==> config.mk <==
export PLATFORM = sky130hd
export DESIGN_NAME = pipe_stage_elastic
export DESIGN_NICKNAME = d
export VERILOG_FILES = /design/src/rtl/pipe_stage_elastic_pkg.sv /design/src/rtl/pipe_stage_elastic_slot.sv /design/src/rtl/pipe_stage_elastic.sv
export SDC_FILE = /design/constraint.sdc
export NUM_CORES = 1
export LEC_CHECK = 0
export BUFFER_PORTS_ARGS = -buffer_cell sky130_fd_sc_hd__buf_2
export CAP_MARGIN = 20
export CORE_MARGIN = 10
export CORE_UTILIZATION = 48
export CTS_CLUSTER_DIAMETER = 50
export DETAILED_ROUTE_END_ITERATION = 8
export PLACE_DENSITY = 0.78
export SETUP_SLACK_MARGIN = 0.4
export SYNTH_ARGS = -nofsm -noshare
export SYNTH_HDL_FRONTEND = slang
export SYNTH_SLANG_ARGS = --single-unit
==> constraint.sdc <==
create_clock -name clk -period 2.4 [get_ports clk]
set_input_delay 0.12 -clock clk [delete_from_list [all_inputs] [get_ports clk]]
set_output_delay 0.12 -clock clk [all_outputs]
set_load 0.01 [all_outputs]
==> src/rtl/pipe_stage_elastic_pkg.sv <==
// Shared pipeline-stage control types and constants.
// Per-stage payload types live with their stages; only handshake control is common.
package pipes;

  typedef struct packed {
    logic stall;
    logic flush;
  } stage_ctrl_t;

  localparam int OCC_W = 2;

endpackage

==> src/rtl/pipe_stage_elastic_slot.sv <==
// One valid+payload register for the elastic stage.
// Priority: reset > kill > load > drop > hold.
module pipe_stage_slot #(
  parameter int WIDTH          = 64,
  parameter int CLEAR_ON_FLUSH = 1
) (
  input  logic             clk,
  input  logic             reset,
  input  logic             kill,
  input  logic             load,
  input  logic             drop,
  input  logic [WIDTH-1:0] load_data,
  output logic             valid,
  output logic [WIDTH-1:0] data
);

  always_ff @(posedge clk) begin
    if (reset) begin
      valid <= 1'b0;
      data  <= '0;
    end else if (kill) begin
      valid <= 1'b0;
      if (CLEAR_ON_FLUSH != 0) data <= '0;
    end else if (load) begin
      valid <= 1'b1;
      data  <= load_data;
    end else if (drop) begin
      valid <= 1'b0;
    end
  end

endmodule

==> src/rtl/pipe_stage_elastic.sv <==
// Elastic pipeline-stage register with valid/ready handshake, stall, flush,
// optional skid entry and saturating stall/bubble counters.
module pipe_stage_elastic
  import pipes::*;
#(
  parameter int WIDTH          = 64,
  parameter int SKID           = 1,
  parameter int CLEAR_ON_FLUSH = 1,
  parameter int CNT_W          = 32
) (
  input  logic             clk,
  input  logic             reset,
  input  logic             in_valid,
  output logic             in_ready,
  input  logic [WIDTH-1:0] in_data,
  input  logic             stall,
  input  logic             flush,
  output logic             out_valid,
  input  logic             out_ready,
  output logic [WIDTH-1:0] out_data,
  output logic [OCC_W-1:0] occupancy,
  output logic [CNT_W-1:0] stall_cnt,
  output logic [CNT_W-1:0] bubble_cnt
);

  stage_ctrl_t      ctrl;
  logic             h_valid;
  logic [WIDTH-1:0] h_data;
  logic             s_valid;
  logic             fire_in;
  logic             fire_out;
  logic             h_load;
  logic             h_drop;
  logic [WIDTH-1:0] h_din;
  logic             bubble;

  assign ctrl      = '{stall: stall, flush: flush};
  assign out_valid = h_valid & ~ctrl.stall & ~ctrl.flush;
  assign out_data  = h_data;
  assign fire_in   = in_valid & in_ready;
  assign fire_out  = out_valid & out_ready;
  // s_valid implies h_valid, so the count never needs an adder
  assign occupancy = {s_valid, h_valid & ~s_valid};

  // Stall zeroes both fires, so no load/drop fires; flush is handled by kill.
  generate
    if (SKID != 0) begin : g_skid
      logic             s_load;
      logic             s_drop;
      logic [WIDTH-1:0] s_data;

      assign in_ready = (~s_valid & ~ctrl.stall) | ctrl.flush;

      always_comb begin
        h_load = 1'b0;
        h_drop = 1'b0;
        h_din  = in_data;
        s_load = 1'b0;
        s_drop = 1'b0;
        if (fire_out && s_valid) begin
          h_load = 1'b1;
          h_din  = s_data;
          s_drop = 1'b1;
        end else if (fire_out) begin
          h_load = fire_in;
          h_drop = ~fire_in;
        end else if (fire_in) begin
          h_load = ~h_valid;
          s_load = h_valid;
        end
      end

      pipe_stage_slot #(.WIDTH(WIDTH), .CLEAR_ON_FLUSH(CLEAR_ON_FLUSH)) u_skid_slot (
        .clk       (clk),
        .reset     (reset),
        .kill      (ctrl.flush),
        .load      (s_load),
        .drop      (s_drop),
        .load_data (in_data),
        .valid     (s_valid),
        .data      (s_data)
      );
    end else begin : g_single
      assign in_ready = ((~h_valid | out_ready) & ~ctrl.stall) | ctrl.flush;
      assign h_load   = fire_in;
      assign h_drop   = fire_out & ~fire_in;
      assign h_din    = in_data;
      assign s_valid  = 1'b0;
    end
  endgenerate

  pipe_stage_slot #(.WIDTH(WIDTH), .CLEAR_ON_FLUSH(CLEAR_ON_FLUSH)) u_head_slot (
    .clk       (clk),
    .reset     (reset),
    .kill      (ctrl.flush),
    .load      (h_load),
    .drop      (h_drop),
    .load_data (h_din),
    .valid     (h_valid),
    .data      (h_data)
  );

  assign bubble = out_ready & ~h_valid & ~ctrl.stall & ~ctrl.flush;

  // Counters stick at all-ones and survive flush
  always_ff @(posedge clk) begin
    if (reset) begin
      stall_cnt  <= '0;
      bubble_cnt <= '0;
    end else begin
      if (ctrl.stall && !(&stall_cnt)) stall_cnt <= stall_cnt + CNT_W'(1);
      if (bubble && !(&bubble_cnt))    bubble_cnt <= bubble_cnt + CNT_W'(1);
    end
  end

endmodule
## Word level (Yosys, flattened, before mapping)

Index checks and enable logic that the tools add are counted.

- Bitwise operators: 15
- $add $sub $neg: 2
- Multiplexer cells: 14
- Reduce and logical (&&, ||, !) cells: 10

Operator list:

| operator | number |
|---|---|
| $add A32 B1 Y32 const B | 2 |
| $mux W64 | 1 |
| $reduce_and A32 Y1 | 2 |
| $mux W1 | 13 |
| $and A1 B1 Y1 | 9 |
| $not A1 Y1 | 5 |
| $reduce_bool A2 Y1 | 2 |
| $logic_and A1 B1 Y1 | 3 |
| $logic_not A1 Y1 | 2 |
| $reduce_or A2 Y1 | 1 |
| $or A1 B1 Y1 | 1 |

- Flip-flop bits (word level): 194
- Output and inout port bits: 132
- Bits of input ports: 70

## Depth between registers and ports, before layout

- Depth after elaboration: 9
- Depth in mapped cells: 8
- Depth with buffers taken out: 6

## Cells and area by module

Synthesis repeated with hierarchy kept, for this count alone.

- Cells, all modules: 1030
- Area, all modules: 8793.4 um^2

Modules (own cells, without submodules):

| module | times used | seq. area each (um^2) | cells each | area each (um^2) |
|---|---|---|---|---|
| pipe_stage_slot | 2 | 1301.2 | 211 | 2318.5 |
| pipe_stage_elastic | 1 | 1281.2 | 608 | 4156.5 |

## Worst setup path before layout

No wires, ideal clock.

- Path kind: register -> register
- Start: register u_head_slot.valid
- End: register bubble_cnt[31]
- Arrival time: 2.172 ns
- Path slack: 0.108 ns
- Cell stages (with the launch flop): 6
- Cells stage by stage: dfxtp_1 > or4b_4 > or4_1 > a2111o_1 > nor2_1 > mux2_2

- Longest elaborated chain between the ends: 5

RTL lines:

| element | RTL line | text |
|---|---|---|
| start, declared | pipe_stage_elastic_slot.sv:13 | `output logic valid,` |
| start signal, assigned | pipe_stage_elastic_slot.sv:19 | `valid <= 1'b0;` |
| start signal, assigned | pipe_stage_elastic_slot.sv:22 | `valid <= 1'b0;` |
| start signal, assigned | pipe_stage_elastic_slot.sv:25 | `valid <= 1'b1;` |
| $not A1 Y1 | pipe_stage_elastic.sv:103 | `assign bubble = out_ready & ~h_valid & ~ctrl.stall & ~ctrl.flush;` |
| $and A1 B1 Y1 (3 in a row) | pipe_stage_elastic.sv:103 |  |
| $logic_and A1 B1 Y1 | pipe_stage_elastic.sv:112 | `if (bubble && !(&bubble_cnt)) bubble_cnt <= bubble_cnt + CNT_W'(1);` |
| end signal, assigned | pipe_stage_elastic.sv:112 |  |
| end, declared | pipe_stage_elastic.sv:23 | `output logic [CNT_W-1:0] bubble_cnt` |

Every way passes these cells.
A chain may end at the register's enable or synchronous reset.

## Final worst setup path

Same ends and word-level chain as after synthesis.

==> impl_metrics.toml <==
[drt]
drt-total-wl_um = 26400
ant_nets = 0
dr_total_vias = 8354
wire_per_inst_um = 17.8
drt-initial-drc-count = 532
drc = 0
vias_per_cell = 5.64
drt_pass1_iterations = 5

[finish]
syn2layout_area_growth_pct = 37.9
layout-drive-gt1-share = 0.287
layout.nets = 1313
post-route-cell-area_mm2 = 0.0115

[setup_path]
criticalPathCategory = "reg2reg"
reg2regPathDepth = 5
cp_max_fo = 4
path_depth = 5
crit_required_ns = 2.71
cp_data_arrival_time_ns = 2.45
cp_slowest_cell = "or4b_4"
end_kind = "register"
crit_start = "u_head_slot.valid"
reg2reg_slack_ns = 0.26
cp_cell_sequence = "or4b_4, or4_4, a2111o_1, nor2_2, mux2_4"
critPathMaxStageDelay_ns = 0.51
reg2reg_from = "u_head_slot.valid"
critPathBufInv = 0
endpoint = "bubble_cnt[31]"
cp_top_family = "simple AND/OR/NAND/NOR gates"
r2r_end = "bubble_cnt[31]"
critPathLaunchType = "register"

[global_routing]
antenna_found_initial = 1
grt_start_max_net_pins = 83
grt_pass1_wl_um = 38800
grt_pass1_vias = 7820
overflow = 0
grt_usage = 0.206

[timing]
setup_viol = 0
maxSlewViolCount = 0
period_share = 0.893
skew_ns = 0.0118
tightest_slew_ns = 0.496
fmax_mhz = 467
min_period_ns = 2.14
tns_ns = 0
max_slew_margin = 0.667
hold_viol_final = 0
rsz0062_at_grt = "true"

[clock_network]
clock-sinks = 194
clock-root-buffer = "clkbuf_16"
cts_made_buffers = 17
htree_num_levels = 4
cts_buffer_depth = 2
cts_tree = "yes"
clk_latency_ns = 0.43
path_clk_slew_ns = 0.07

[synthesis]
synth-seq-area-share = 0.467
synth_most_common_cell = "dfxtp_1"
synth_top_area_frac = 0.467
ys.flop_type = "dfxtp_1"
yosys.area.top_type = "dfxtp_1"
async_reset_ff_frac = 0
syn_area_per_cell_um2 = 8.53
synthTopCellsByArea = "dfxtp_1, mux2i_1, nand2_1, a211oi_1, a21oi_1"
synthMuxAreaShare = 0.0942
synth_area_mm2 = 0.00831
synth_compound_area_frac = 0.160
synth-adder-area-share = 0.00301
synth.net_count = 1047
synth-simple-area-share = 0.222
synth_cell_types = 45
synth_commonest_cells = "dfxtp_1, nand2_1, nor2_1"
yosys_warnings = 0
ys_seq_elements = 194
synth_top_family_by_area = "simple AND/OR/NAND/NOR gates"
synth-edff-count = 0
synth_xor_area_frac = 0.0190
syn-instance-count = 975

[status]
status = "complete, no violations"

[place]
io_buffers = 201
dp_hpwl_um = 15500
gp_congestion = 0.860
placed_cell_area_mm2 = 0.00971

[hold_path]
min_path_type = "in2reg"

[power]
power_per_cell_area_mw_per_mm2 = 594
ir_drop_mv = 0.493
p_leak_uw = 0.00491

[floorplanning]
rows = 48
ios = 202
core_mm2 = 0.0171
fp.dieW_um = 152
dieHeight_um = 152
start_util = 0.486
die_area_mm2 = 0.0230

[job]
cap_violations = 0
[cells by family after synthesis]
group | after synthesis
and+or+nand+nor | 393
AOI/OAI and AO/OA | 216
DFF | 194
muxes | 77
buffers and inverters | 75
xor gates and xnor gates | 18
adders and majority gates | 2
[power by group]
part	switching (µW)	leakage [µW]	internal, µW
clock	1330	0.000286	1500
combinational	357	0.00304	301
sequential	36.9	0.00158	3280
[cell usage in the layout, fill, tap and decap left out, types with 7 or more instances in the layout]
cell type / n
mux2_2: 9
nand3_1: 19
dfxtp_1: 171
inv_1: 9
nor2_1: 101
nand4_1: 23
or3_1: 18
a21oi_1: 92
clkbuf_16: 23
buf_12: 9
o21ai_0: 21
and4_1: 10
nor3_1: 7
mux2i_1: 67
xnor2_1: 12
nand2_1: 153
nor2b_1: 11
a211oi_2: 9
a211oi_1: 63
dfxtp_2: 22
buf_2: 201
buf_4: 29
dlygate4sd3_1: 64
[flip-flops by register name, indices dropped and copies added, names as in the netlist]
register,count
g_skid.u_skid_slot.valid,1
u_head_slot.data,64
g_skid.u_skid_slot.data,64
stall_cnt,32
u_head_slot.valid,1
bubble_cnt,32
[worst min path at each step]
| stage | from | endpoint | cells past startpoint |
|---|---|---|---|
| 2_1_floorplan | in_data[0] | g_skid.u_skid_slot.data[0] | 2 |
| 3_3_place_gp | in_data[37] | g_skid.u_skid_slot.data[37] | 3 |
| 3_5_place_dp | in_data[4] | g_skid.u_skid_slot.data[4] | 3 |
| 4_1_cts | reset | stall_cnt[3] | 2 |
| 5_1_grt | reset | stall_cnt[5] | 2 |
| 6_report | reset | stall_cnt[4] | 2 |
[stage by stage]
step / std cells / total power (µW) / util / worst slack [ns] / hold slack (ns)
3_3_place_gp: 1361 / 3850 / 0.567 / 0.209 / 0.372
5_1_grt: 1480 / 7060 / 0.670 / 0.215 / 0.0362
6_report: 1480 / 6800 / 0.670 / 0.257 / 0.0283
2_1_floorplan: 975 / 3640 / - / 0.238 / 0.256
3_5_place_dp: 1361 / 3860 / 0.567 / 0.183 / 0.379
4_1_cts: 1461 / 6760 / 0.643 / 0.278 / 0.0139
[worst reg2reg max path: stages, from the launching register on]
cell,delay (ns)
dfxtp_2,0.33
or4b_4,0.51
or4_4,0.42
a2111o_1,0.35
nor2_2,0.12
mux2_4,0.30
[layer usage]
metal	track usage	part of all wire	vias to the layer above
met4	0.0806	0.023	0
met3	0.0612	0.094	53
met2	0.335	0.48	347
met1	0.251	0.40	3955
li1	-	-	3999
met5	0	0	-
[layout make-up]
class / count / area, µm²
Sequential cell: 194 / 3920
Timing Repair Buffer: 313 / 2260
Inverter: 9 / 33.8
Antenna cell: 1 / 2.50
Clock inverter: 13 / 140
Clock buffer: 19 / 443
Fill cell: 1333 / 5650
Multi-Input combinational cell: 706 / 4390
Tap cell: 225 / 282
[what timing repair did]
action / in CTS / in global routing
gates resized for setup: 14 / 52
endpoints found under the setup margin: 26 / 98
endpoints found under the hold margin: 64 / 0
pin swaps: 4 / 18
hold buffers: 64 / 0
cloned: 0 / 9
setup buffers: 4 / 9
No activity file was read; power rests on OpenSTA's default activity.
